`config.mk`:
```
export PLATFORM = sky130hd
export DESIGN_NAME = timer_bank
export DESIGN_NICKNAME = d
export VERILOG_FILES = /design/src/rtl/timer_bank.sv
export SDC_FILE = /design/constraint.sdc
export NUM_CORES = 1
export LEC_CHECK = 0
export CAP_MARGIN = 20
export CORE_ASPECT_RATIO = 0.5
export CORE_MARGIN = 2
export CORE_UTILIZATION = 55
export DETAILED_ROUTE_END_ITERATION = 10
export PLACE_DENSITY = 0.83
export SYNTH_ARGS = -nofsm -noshare
export SYNTH_HDL_FRONTEND = slang
export SYNTH_SLANG_ARGS = --single-unit
```
`constraint.sdc`:
```
create_clock -name clk -period 4.9 [get_ports clk]
set_input_delay 0.735 -clock clk [delete_from_list [all_inputs] [get_ports clk]]
set_output_delay 0.735 -clock clk [all_outputs]
set_load 0.005 [all_outputs]
```
`src/rtl/timer_bank.sv`:
```
// Bank of NUM_CH countdown timers sharing one tick prescaler.
// Define TIMER_BANK_PAUSE_EN to add a per-channel pause input.
module timer_bank_ch #(
  parameter int WIDTH = 16
) (
  input  logic             clk,
  input  logic             reset,
  input  logic             tick,
  input  logic             start,
  input  logic             stop,
  input  logic             periodic,
  input  logic             pause,
  input  logic [WIDTH-1:0] load_val,
  output logic [WIDTH-1:0] count,
  output logic             running,
  output logic             expired,
  output logic             timeout_pulse
);
  localparam logic [1:0] S_IDLE = 2'd0;
  localparam logic [1:0] S_RUN  = 2'd1;
  localparam logic [1:0] S_DONE = 2'd2;

  logic [1:0]       state_q, state_d;
  logic [WIDTH-1:0] count_q, count_d;
  logic [WIDTH-1:0] period_q, period_d;
  logic             mode_q, mode_d;
  logic             expired_q, expired_d;
  logic             pulse_q, pulse_d;

  always_comb begin
    state_d   = state_q;
    count_d   = count_q;
    period_d  = period_q;
    mode_d    = mode_q;
    expired_d = expired_q;
    pulse_d   = 1'b0;
    if (start) begin
      period_d = load_val;
      mode_d   = periodic;
      if (load_val == '0) begin
        // zero period times out immediately and never reloads
        state_d   = S_DONE;
        count_d   = '0;
        expired_d = 1'b1;
        pulse_d   = 1'b1;
      end else begin
        state_d   = S_RUN;
        count_d   = load_val;
        expired_d = 1'b0;
      end
    end else if (state_q == S_RUN) begin
      if (stop) begin
        state_d = S_IDLE;
      end else if (tick && !pause) begin
        if (count_q > WIDTH'(1)) begin
          count_d = count_q - WIDTH'(1);
        end else begin
          expired_d = 1'b1;
          pulse_d   = 1'b1;
          if (mode_q) begin
            count_d = period_q;
          end else begin
            count_d = '0;
            state_d = S_DONE;
          end
        end
      end
    end
  end

  always_ff @(posedge clk or posedge reset) begin
    if (reset) begin
      state_q   <= S_IDLE;
      count_q   <= '0;
      period_q  <= '0;
      mode_q    <= 1'b0;
      expired_q <= 1'b0;
      pulse_q   <= 1'b0;
    end else begin
      state_q   <= state_d;
      count_q   <= count_d;
      period_q  <= period_d;
      mode_q    <= mode_d;
      expired_q <= expired_d;
      pulse_q   <= pulse_d;
    end
  end

  assign count         = count_q;
  assign running       = (state_q == S_RUN);
  assign expired       = expired_q;
  assign timeout_pulse = pulse_q;
endmodule

module timer_bank #(
  parameter int NUM_CH   = 2,
  parameter int WIDTH    = 16,
  parameter int TICK_DIV = 50000
) (
  input  logic                    clk,
  input  logic                    reset,
  input  logic [NUM_CH-1:0]       start,
  input  logic [NUM_CH-1:0]       stop,
  input  logic [NUM_CH-1:0]       periodic,
  input  logic [NUM_CH*WIDTH-1:0] load_val,
`ifdef TIMER_BANK_PAUSE_EN
  input  logic [NUM_CH-1:0]       pause,
`endif
  output logic [NUM_CH*WIDTH-1:0] count,
  output logic [NUM_CH-1:0]       running,
  output logic [NUM_CH-1:0]       expired,
  output logic [NUM_CH-1:0]       timeout_pulse
);
  localparam int PW = (TICK_DIV > 1) ? $clog2(TICK_DIV) : 1;
  localparam logic [PW-1:0] PMAX = PW'(TICK_DIV - 1);

  logic [PW-1:0]     presc_q, presc_d;
  logic              tick;
  logic [NUM_CH-1:0] pause_w;

`ifdef TIMER_BANK_PAUSE_EN
  assign pause_w = pause;
`else
  assign pause_w = '0;
`endif

  assign tick = (presc_q == PMAX);

  always_comb begin
    presc_d = tick ? '0 : presc_q + PW'(1);
  end

  always_ff @(posedge clk or posedge reset) begin
    if (reset) presc_q <= '0;
    else       presc_q <= presc_d;
  end

  for (genvar i = 0; i < NUM_CH; i++) begin : g_ch
    timer_bank_ch #(.WIDTH(WIDTH)) u_ch (
      .clk          (clk),
      .reset        (reset),
      .tick         (tick),
      .start        (start[i]),
      .stop         (stop[i]),
      .periodic     (periodic[i]),
      .pause        (pause_w[i]),
      .load_val     (load_val[i*WIDTH +: WIDTH]),
      .count        (count[i*WIDTH +: WIDTH]),
      .running      (running[i]),
      .expired      (expired[i]),
      .timeout_pulse(timeout_pulse[i])
    );
  end
endmodule
```
# Word-level counts from Yosys, hierarchy flattened
# Cells that the tools add are included.
[classes] addsub=3 order_cmp=2 eq_ne=11 n_mux=51 n_reduce_logical=14
[ops] cell="16-bit 2-to-1 mux" n=15
[ops] cell="16-bit by 1-bit > comparator with 1-bit output, second input constant" n=2
[ops] cell="16-bit logical NOT" n=2
[ops] cell="16-bit by 1-bit subtractor with 16-bit output, second input constant" n=2
[ops] cell="2-bit 2-to-1 mux" n=14
[ops] cell="1-bit 2-to-1 mux" n=22
[ops] cell="16-bit by 1-bit adder with 16-bit output, second input constant" n=1
[ops] cell="16-bit equality test, second input constant" n=1
[ops] cell="4-bit AND reduction" n=4
[ops] cell="3-bit inequality test, second input constant" n=4
[ops] cell="2-bit inequality test, second input constant" n=4
[ops] cell="2-bit nonzero test" n=4
[ops] cell="3-bit AND reduction" n=2
[ops] cell="3-bit nonzero test" n=2
[ops] cell="2-bit by 1-bit equality test with 1-bit output, second input constant" n=2
[word_totals] register_bits=90 inputBits=40 output_inout_bits=38 word_cells=94

# Depth between registers and ports, before layout
# Gate-level depths: netlist of run 1.
[depth] depth_word=6 depth_mapped=8 ltp_nobuf=7

# Cells and area by module
# From an unflattened synthesis of run 1, not the netlist that was laid out.
[unflattened] hier_cells=514 hier_area_um2=5044.8
[by_module_without_submodules] mod="timer_bank_ch (g_ch[0].u_ch)" n_inst=1 cells_per_inst=225 area_per_inst_um2=2184.6 seq_area_each_um2=925.9
[by_module_without_submodules] mod="timer_bank_ch (g_ch[1].u_ch)" n_inst=1 cells_per_inst=220 area_per_inst_um2=2099.5 seq_area_each_um2=925.9
[by_module_without_submodules] mod="timer_bank" n_inst=1 cells_per_inst=69 area_per_inst_um2=760.7 seq_area_each_um2=400.4

# Worst setup path after synthesis of run 1
# Ideal clock, no wire load.
[synth_path] path_kind="reg-to-reg" startpoint="register g_ch[0].u_ch.count_q[0]" endpoint="register g_ch[0].u_ch.count_q[6]" setup_time_ps=95 arrival_time_ps=2111 required_time_ps=4805 slack_ps=2694 path_stages_with_launch=9 n_path_buf=1 period_less_slack_ps=2206 path_cell_list="dfrtp_1 > inv_1 > ha_1 > or3b_1 > clkbuf_1 > or4_2 > a21oi_1 > a311oi_1 > o31ai_1"
[synth_between] elab_chain_cells=6 word_cells_on_any_way=7 cone_classes="1 x add/sub; 1 x order compare; 5 x mux"
[synth_rtl] item="from (decl)" line="24" text="logic [WIDTH-1:0] count_q, count_d;"
[synth_rtl] item="from (signal assigned)" line="81" text="count_q <= count_d;"
[synth_rtl] item="16-bit by 1-bit subtractor with 16-bit output or 16-bit by 1-bit > comparator with 1-bit output (tied branches)" line="56, 55"
[synth_rtl] item="16-bit 2-to-1 mux (*)" line="55" text="if (count_q > WIDTH'(1)) begin"
[synth_rtl] item="16-bit 2-to-1 mux (*)" line="54" text="end else if (tick && !pause) begin"
[synth_rtl] item="16-bit 2-to-1 mux (*)" line="52" text="if (stop) begin"
[synth_rtl] item="16-bit 2-to-1 mux (*)" line="51" text="end else if (state_q == S_RUN) begin"
[synth_rtl] item="16-bit 2-to-1 mux (*)" line="37" text="if (start) begin"
# Mark *: on every way between the ends. The rest lies on a longest branch, timed or not. The select of a mux whose other input is x is not followed.
# A chain may end at the register's enable or synchronous reset.

# Final worst setup path of run 1
[layout_path] startpoint="input port start[0]" endpoint="register g_ch[0].u_ch.count_q[15]"
[layout_between] elab_chain_cells=2 word_cells_on_any_way=5 cone_classes="1 x eq/ne; 1 x mux; 3 x reduce/logical"
[layout_rtl] item="from (decl)" line="102" text="input logic [NUM_CH-1:0] start,"
[layout_rtl] item="2-bit inequality test (no line) or 2-bit nonzero test (tied branches)"
[layout_rtl] item="3-bit AND reduction (no line)"
# Several ways; a longest one is shown, not always the timed one.

==> impl_metrics.csv, run 1 <==
group,metric,value,unit
sta,clock.fmax,0.3549,GHz
worst_hold_path,worstHoldStart,"g_ch[0].u_ch.period_q[12]",
floorplan,io_pins,78,
drt,drcViolationCount,0,
yosys,synth_seq_cells,90,
floorplan,fp-row-count,24,
drt,wirelength_met1,5762,µm
yosys,synthArstFlopShare,1.000,
yosys,synth.most_common_cell,"dfrtp_1",
floorplan,start_util,0.5763,
worst_hold_path,whs_endpoint,"g_ch[0].u_ch.period_q[12]",
worst_setup_path,path_depth,6,
drt,vias_per_cell,6.455,
cts,post_cts_buffers,0,
global_route,antenna_found_initial,0,
sta,fin_ws,2082,ps
yosys,ys_seq_area_frac,0.4397,
placement,place_area,5933,µm²
worst_setup_path,start_kind,"input port",
final_layout,syn_to_final_growth,21.57,%
sta,relSlewSlack,0.3186,
worst_setup_path,end_kind,"flip-flop",
pwr,pwr-share-clk,0.365,
floorplan,coreArea,8889,µm²
cts,clock_sinks,90,
yosys,synth_area,5122,µm²
final_layout,fin_nets,630,
final_layout,final_cells,707,
cts,cts_inserted_buffers,9,
cts,cts_tree,"built",
yosys,syn_area_per_cell,9.776,µm²
worst_setup_path,cpPeakStageDelay,1140,ps
floorplan,die_area,10150,µm²
drt,vias,4564,
global_route,grt_max_degree,47,
cts,clockBufferDepth,2,
global_route,overflow,0,
worst_setup_path,timing.rr.end,"g_ch[0].u_ch.count[14]",
placement,dp_cells,691,
worst_setup_path,critical_path_class,"input port to flip-flop",
global_route,track_usage,0.2711,
final_layout,fin_area,6227,µm²
drt,antenna_left,0,
drt,first_iter_violations,396,
worst_setup_path,r2r_slack,2180,ps
cts,h-tree-depth,3,
sta,whs,488.9,ps
sta,hold_viol,0,
pwr,p_leak,2.489,nW
yosys,yosys_warnings,0,
pwr,comb_power_share,0.167,
cts,clkTransAtPathRegs,60,ps
cts,postCtsResizedCells,0,
pwr,seq_power_share,0.468,
worst_setup_path,path_cells,"clkdlybuf4s50_1 > inv_1 > and2_1 > o311a_1 > o22ai_2 > o221a_1",
sta,worst_pin_slew,1019,ps
yosys,synth-edff-count,0,
yosys,yosysTopAreaCellShare,0.4397,
placement,place_congestion,0.8996,
yosys,synth_top_flop_cell,"dfrtp_1",
worst_hold_path,min_path_type,"flip-flop to flip-flop",
yosys,synth_nets,569,
pwr,power.internal,1.368,mW
placement,dp_hpwl,9376,µm
floorplan,dieHeight,72.24,µm
pwr,powerDensity,302.8,nW/µm²
drt,dr_wl_met3,995,µm
yosys,synth_top_area_cell,"dfrtp_1",
drt,wl_per_cell,18.85,µm
sta,slew_viol_final,0,
worst_setup_path,cpMaxStageDelayCell,"clkdlybuf4s50_1",
worst_setup_path,cp.required,5180,ps
cts,clock_latency,340,ps
sta,fin_skew,9.163,ps
drt,wl,13330,µm
worst_setup_path,r2r.worst_path.cells,6,
yosys,ys_types,76,
drt,dr.pass1.iters,5,
cts,cts_hold_buf,0,
final_layout,drive_gt1_frac,0.1136,
sta,setup_viol,0,
worst_hold_path,hold_path_depth,2,
worst_setup_path,path_delay_family,"buffers and inverters",
sta,post-route-min-period,2818,ps
yosys,ys_top_cells_by_area,"dfrtp_1 44%, mux2_2 5.3%, nand2_1 3.0%",
worst_setup_path,critical_path_buf_inv_count,2,
pwr,switching_power,517.2,µW
global_route,grt_pass1_vias,4365,
global_route,grt_pass1_wl,21760,µm
worst_setup_path,r2r_start,"presc_q[12]",
yosys,synth.top_cells.by_count,"90 x dfrtp_1, 41 x nand2_1, 35 x nor2_1",
final_layout,antennaDiodeCount,0,
final_layout,fin_util,0.7006,
outcome,outcome,"finished, final reports clean",
job,drv_cap,0,
placement,post-place-ws,1785,ps
floorplan,die_w,140.5,µm
sta,rsz0062_at_grt,"false",
pwr,ir_drop,210.5,µV
cts,cts-root-buf,"clkbuf_16",
drt,route.met2.wl,6267,µm
yosys,synthCells,524,
placement,portBuffers,77,
drt,highest_layer,"met4",
worst_setup_path,crit_fanout,27,
pwr,sw_frac_of_total,0.2743,
worst_setup_path,crit_arrival,3090,ps
pwr,power.total,1.885,mW
sta,fin_setup_tns,0,ps
sta,fin_crit_sh,0.5750,
-- final cells by class --
type                       count  area (µm²)
fill                         699        2661
multi-input combinational    381        2623
sequential                    90        2252
timing repair buffer          83       835.8
clock buffer                   9       225.2
tap                          117       146.4
inverter                      20       76.32
clock inverter                 7       68.82
-- worst max-delay path by stage --
stage / startpoint / endpoint
finish: start[0] / g_ch[0].u_ch.count[15]
global route: start[0] / g_ch[0].u_ch.count[15]
CTS: start[0] / g_ch[0].u_ch.count[15]
detailed placement: start[0] / g_ch[0].u_ch.count[15]
global placement: start[0] / g_ch[0].u_ch.count[15]
floorplan: reset / g_ch[0].u_ch.count[0]
-- state kept, by name, indices dropped and copies added (netlist names) --
| name | flops |
|---|---|
| presc_q | 16 |
| g_ch.u_ch.period_q | 32 |
| g_ch.u_ch.count | 32 |
| g_ch.u_ch.expired | 2 |
| g_ch.u_ch.mode_q | 2 |
| g_ch.u_ch.state_q | 4 |
| g_ch.u_ch.timeout_pulse | 2 |
-- power by group through the flow --
| stage | Combinational, mW | Clock (mW) | Sequential (mW) |
|---|---|---|---|
| detailed placement | 0.312 | 0 | 0.892 |
| floorplan | 0.173 | 0 | 0.871 |
| CTS | 0.315 | 0.697 | 0.879 |
| global placement | 0.302 | 0 | 0.891 |
| global route | 0.343 | 0.726 | 0.891 |
| finish | 0.316 | 0.688 | 0.882 |
-- layer usage --
| metal | GRT usage | up-vias |
|---|---|---|
| li1 | - | 2083 |
| met1 | 0.3654 | 2237 |
| met2 | 0.4368 | 213 |
| met3 | 0.06337 | 31 |
| met4 | 0.1022 | 0 |
| met5 | 0 | - |
-- cell families (layout without fill, tap and decap cells) --
| kind of cell | count (synthesis) | count (layout) | synth area share |
|---|---|---|---|
| AOI/OAI and AO/OA | 145 | 145 | 0.2044 |
| and+or+nand+nor | 183 | 183 | 0.2013 |
| buffers and inverters | 53 | 119 | 0.04836 |
| DFF | 90 | 90 | 0.4397 |
| muxes | 25 | 25 | 0.05471 |
| adders and majority gates | 5 | 5 | 0.01221 |
| xor gates and xnor gates | 23 | 23 | 0.03933 |
-- worst reg2reg max path: cells and delay by family, from the launching register on --
kind | cells | cell delay, ps
flip-flops | 1 | 420
buffers and inverters | 1 | 320
AND/OR/NAND/NOR | 3 | 1310
AO/OA/AOI/OAI | 2 | 530
-- cell usage in the layout, fill, tap and decap left out, types with 7 or more instances in the layout --
cell,instances
a21oi_1,20
nand2_1,41
nor2_1,35
o21ai_0,29
o31ai_1,10
nor2b_1,10
and2_1,7
nand4_1,9
a31oi_1,9
nand3_1,12
clkdlybuf4s50_1,77
clkbuf_16,9
nor3_1,12
a21o_1,8
inv_1,19
nor4_1,17
dfrtp_1,90
xor2_1,17
mux2_2,24
Note: power is estimated with default switching activity, not from simulation.
==> run 2, diff against run 1 <==
--- a/config.mk
+++ b/config.mk
@@ -8,9 +8,9 @@
 export CAP_MARGIN = 20
 export CORE_ASPECT_RATIO = 0.5
 export CORE_MARGIN = 2
-export CORE_UTILIZATION = 55
+export CORE_UTILIZATION = 49
 export DETAILED_ROUTE_END_ITERATION = 10
-export PLACE_DENSITY = 0.83
+export PLACE_DENSITY = 0.78
 export SYNTH_ARGS = -nofsm -noshare
 export SYNTH_HDL_FRONTEND = slang
 export SYNTH_SLANG_ARGS = --single-unit
==> constraint.sdc (replaced) <==
create_clock -name clk -period 2.29 [get_ports clk]
set_input_delay 0.3435 -clock clk [delete_from_list [all_inputs] [get_ports clk]]
set_output_delay 0.3435 -clock clk [all_outputs]
set_load 0.005 [all_outputs]
==> run 2 against run 1 <==
  * Hold slack lost 120 ps
  * Die area grew 12%
  * Final cell count grew 11%
  * Critical endpoint is now g_ch[0].u_ch.count[6]
  * Critical path type is now flip-flop to flip-flop
  * Largest power group unchanged
==> impl_metrics.csv, run 2 (synthesis gave the netlist of run 1 again) <==
group,metric,value,unit
sta,fin_crit_sh,0.9573,
drt,dr.pass1.iters,5,
sta,post-route-min-period,2192,ps
cts,clkTransAtPathRegs,70,ps
final_layout,drive_gt1_frac,0.1978,
floorplan,die_area,11340,µm²
worst_setup_path,critical_path_class,"flip-flop to flip-flop",
cts,cts-root-buf,"clkbuf_16",
floorplan,die_w,148.6,µm
worst_setup_path,end_kind,"flip-flop",
worst_setup_path,cpMaxStageDelayCell,"or4_2",
final_layout,syn_to_final_growth,31.53,%
global_route,grt_pass1_vias,4593,
global_route,grt_pass1_wl,22650,µm
job,drv_cap,0,
sta,worst_pin_slew,650.1,ps
cts,h-tree-depth,3,
drt,first_iter_violations,400,
floorplan,fp-row-count,26,
cts,clockBufferDepth,2,
drt,wl_per_cell,18.04,µm
worst_setup_path,r2r_slack,100,ps
floorplan,dieHeight,76.30,µm
cts,clock_latency,350,ps
worst_setup_path,critical_path_buf_inv_count,1,
worst_setup_path,crit_start,"g_ch[0].u_ch.count[0]",
worst_hold_path,min_path_type,"input port to async pin",
worst_setup_path,timing.rr.end,"g_ch[0].u_ch.count[6]",
worst_setup_path,crit_arrival,2440,ps
floorplan,coreArea,10180,µm²
final_layout,fin_util,0.6617,
sta,whs,368.4,ps
pwr,powerDensity,647.2,nW/µm²
drt,wl,14100,µm
sta,hold_viol,0,
final_layout,final_common_cell,"dfrtp_1",
final_layout,fin_nets,682,
worst_setup_path,r2r_start,"g_ch[0].u_ch.count[0]",
floorplan,io_pins,78,
sta,clock.fmax,0.4562,GHz
sta,slew_viol_final,0,
sta,fin_setup_tns,0,ps
worst_setup_path,path_delay_family,"simple AND/OR/NAND/NOR gates",
drt,drcViolationCount,0,
final_layout,fin_area,6738,µm²
global_route,grt_max_degree,47,
drt,vias_per_cell,6.029,
cts,clock_sinks,90,
sta,fin_skew,8.235,ps
sta,rsz0062_at_grt,"false",
worst_setup_path,cp.required,2530,ps
outcome,outcome,"finished, final reports clean",
drt,vias,4715,
cts,cts_hold_buf,0,
global_route,track_usage,0.2520,
sta,relSlewSlack,0.5666,
final_layout,final_cells,782,
final_layout,antennaDiodeCount,0,
sta,setup_viol,0,
placement,place_congestion,0.9476,
final_layout,most-common-layout-cells,"89 x dfrtp_1, 77 x clkdlybuf4s50_1, 55 x buf_4, 39 x nand2_1, 35 x nor2_1",
drt,antenna_left,0,
placement,portBuffers,77,
placement,dp_hpwl,10090,µm
floorplan,start_util,0.5031,
worst_setup_path,cpPeakStageDelay,530,ps
cts,cts_inserted_buffers,9,
worst_setup_path,path_cells,"inv_1 > ha_2 > or3b_4 > or4_2 > a21oi_1 > a311oi_1 > o31ai_1",
worst_setup_path,crit_fanout,5,
placement,dp_cells,757,
pwr,p_leak,2.774,nW
global_route,antenna_found_initial,0,
worst_setup_path,r2r.worst_path.cells,7,
placement,place_area,6280,µm²
cts,cts_tree,"built",
worst_setup_path,start_kind,"flip-flop",
pwr,ir_drop,369.5,µV
global_route,overflow,0,
## run 2: changes by cell type in the layout (fill, tap and decap cells not counted), sizes merged
| cell | before | now |
|---|---|---|
| inv | 20 | 19 |
| clkbuf | 9 | 12 |
| buf | 6 | 58 |
| clkinvlp | 2 | 1 |
| clkinv | 4 | 1 |
| bufinv | 1 | 3 |
## run 2: cell type report
cell class	instances	area, µm²
multi-input cells	381	2665
flip-flops and latches	90	2253
clock inverters	4	98.84
clock buffers	12	246.5
repair buffers	135	1220
well taps	140	175.2
fillers	799	3445
inverters	20	78.83
## run 2: metrics by stage
step,power (mW),setup WS (ps)
after CTS,4.353,7.350
after global placement,2.626,131.4
after global routing,4.525,19.49
after floorplan,2.234,83.87
final,4.361,97.75
after detailed placement,2.643,37.76
## run 2: power breakdown
group	switching, mW	total [mW]	internal, mW
clock network	0.617	1.72	1.10
logic	0.369	0.796	0.427
registers	0.129	1.85	1.72
## run 2: worst max path at each step
stage	endpoint	slack, ps	cells after the start
after floorplan	g_ch[0].u_ch.count[6]	80	8
after global placement	g_ch[0].u_ch.count[6]	130	7
after detailed placement	g_ch[0].u_ch.count[6]	40	7
after CTS	g_ch[0].u_ch.count[6]	7	7
after global routing	g_ch[0].u_ch.count[15]	20	7
final	g_ch[0].u_ch.count[6]	100	7
## run 2: routing by layer
layer | track usage | up-vias | part of all wire
met2 | 0.4083 | 197 | 0.47
met3 | 0.05329 | 21 | 0.076
li1 | - | 2188 | -
met1 | 0.3395 | 2309 | 0.44
met5 | 0 | - | 0
met4 | 0.08381 | 0 | 0.015
## run 2: timing repair
action / 4_1_cts / 5_1_grt
gates resized for setup: 0 / 16
setup endpoints to repair: 0 / 21
setup buffers: 0 / 8
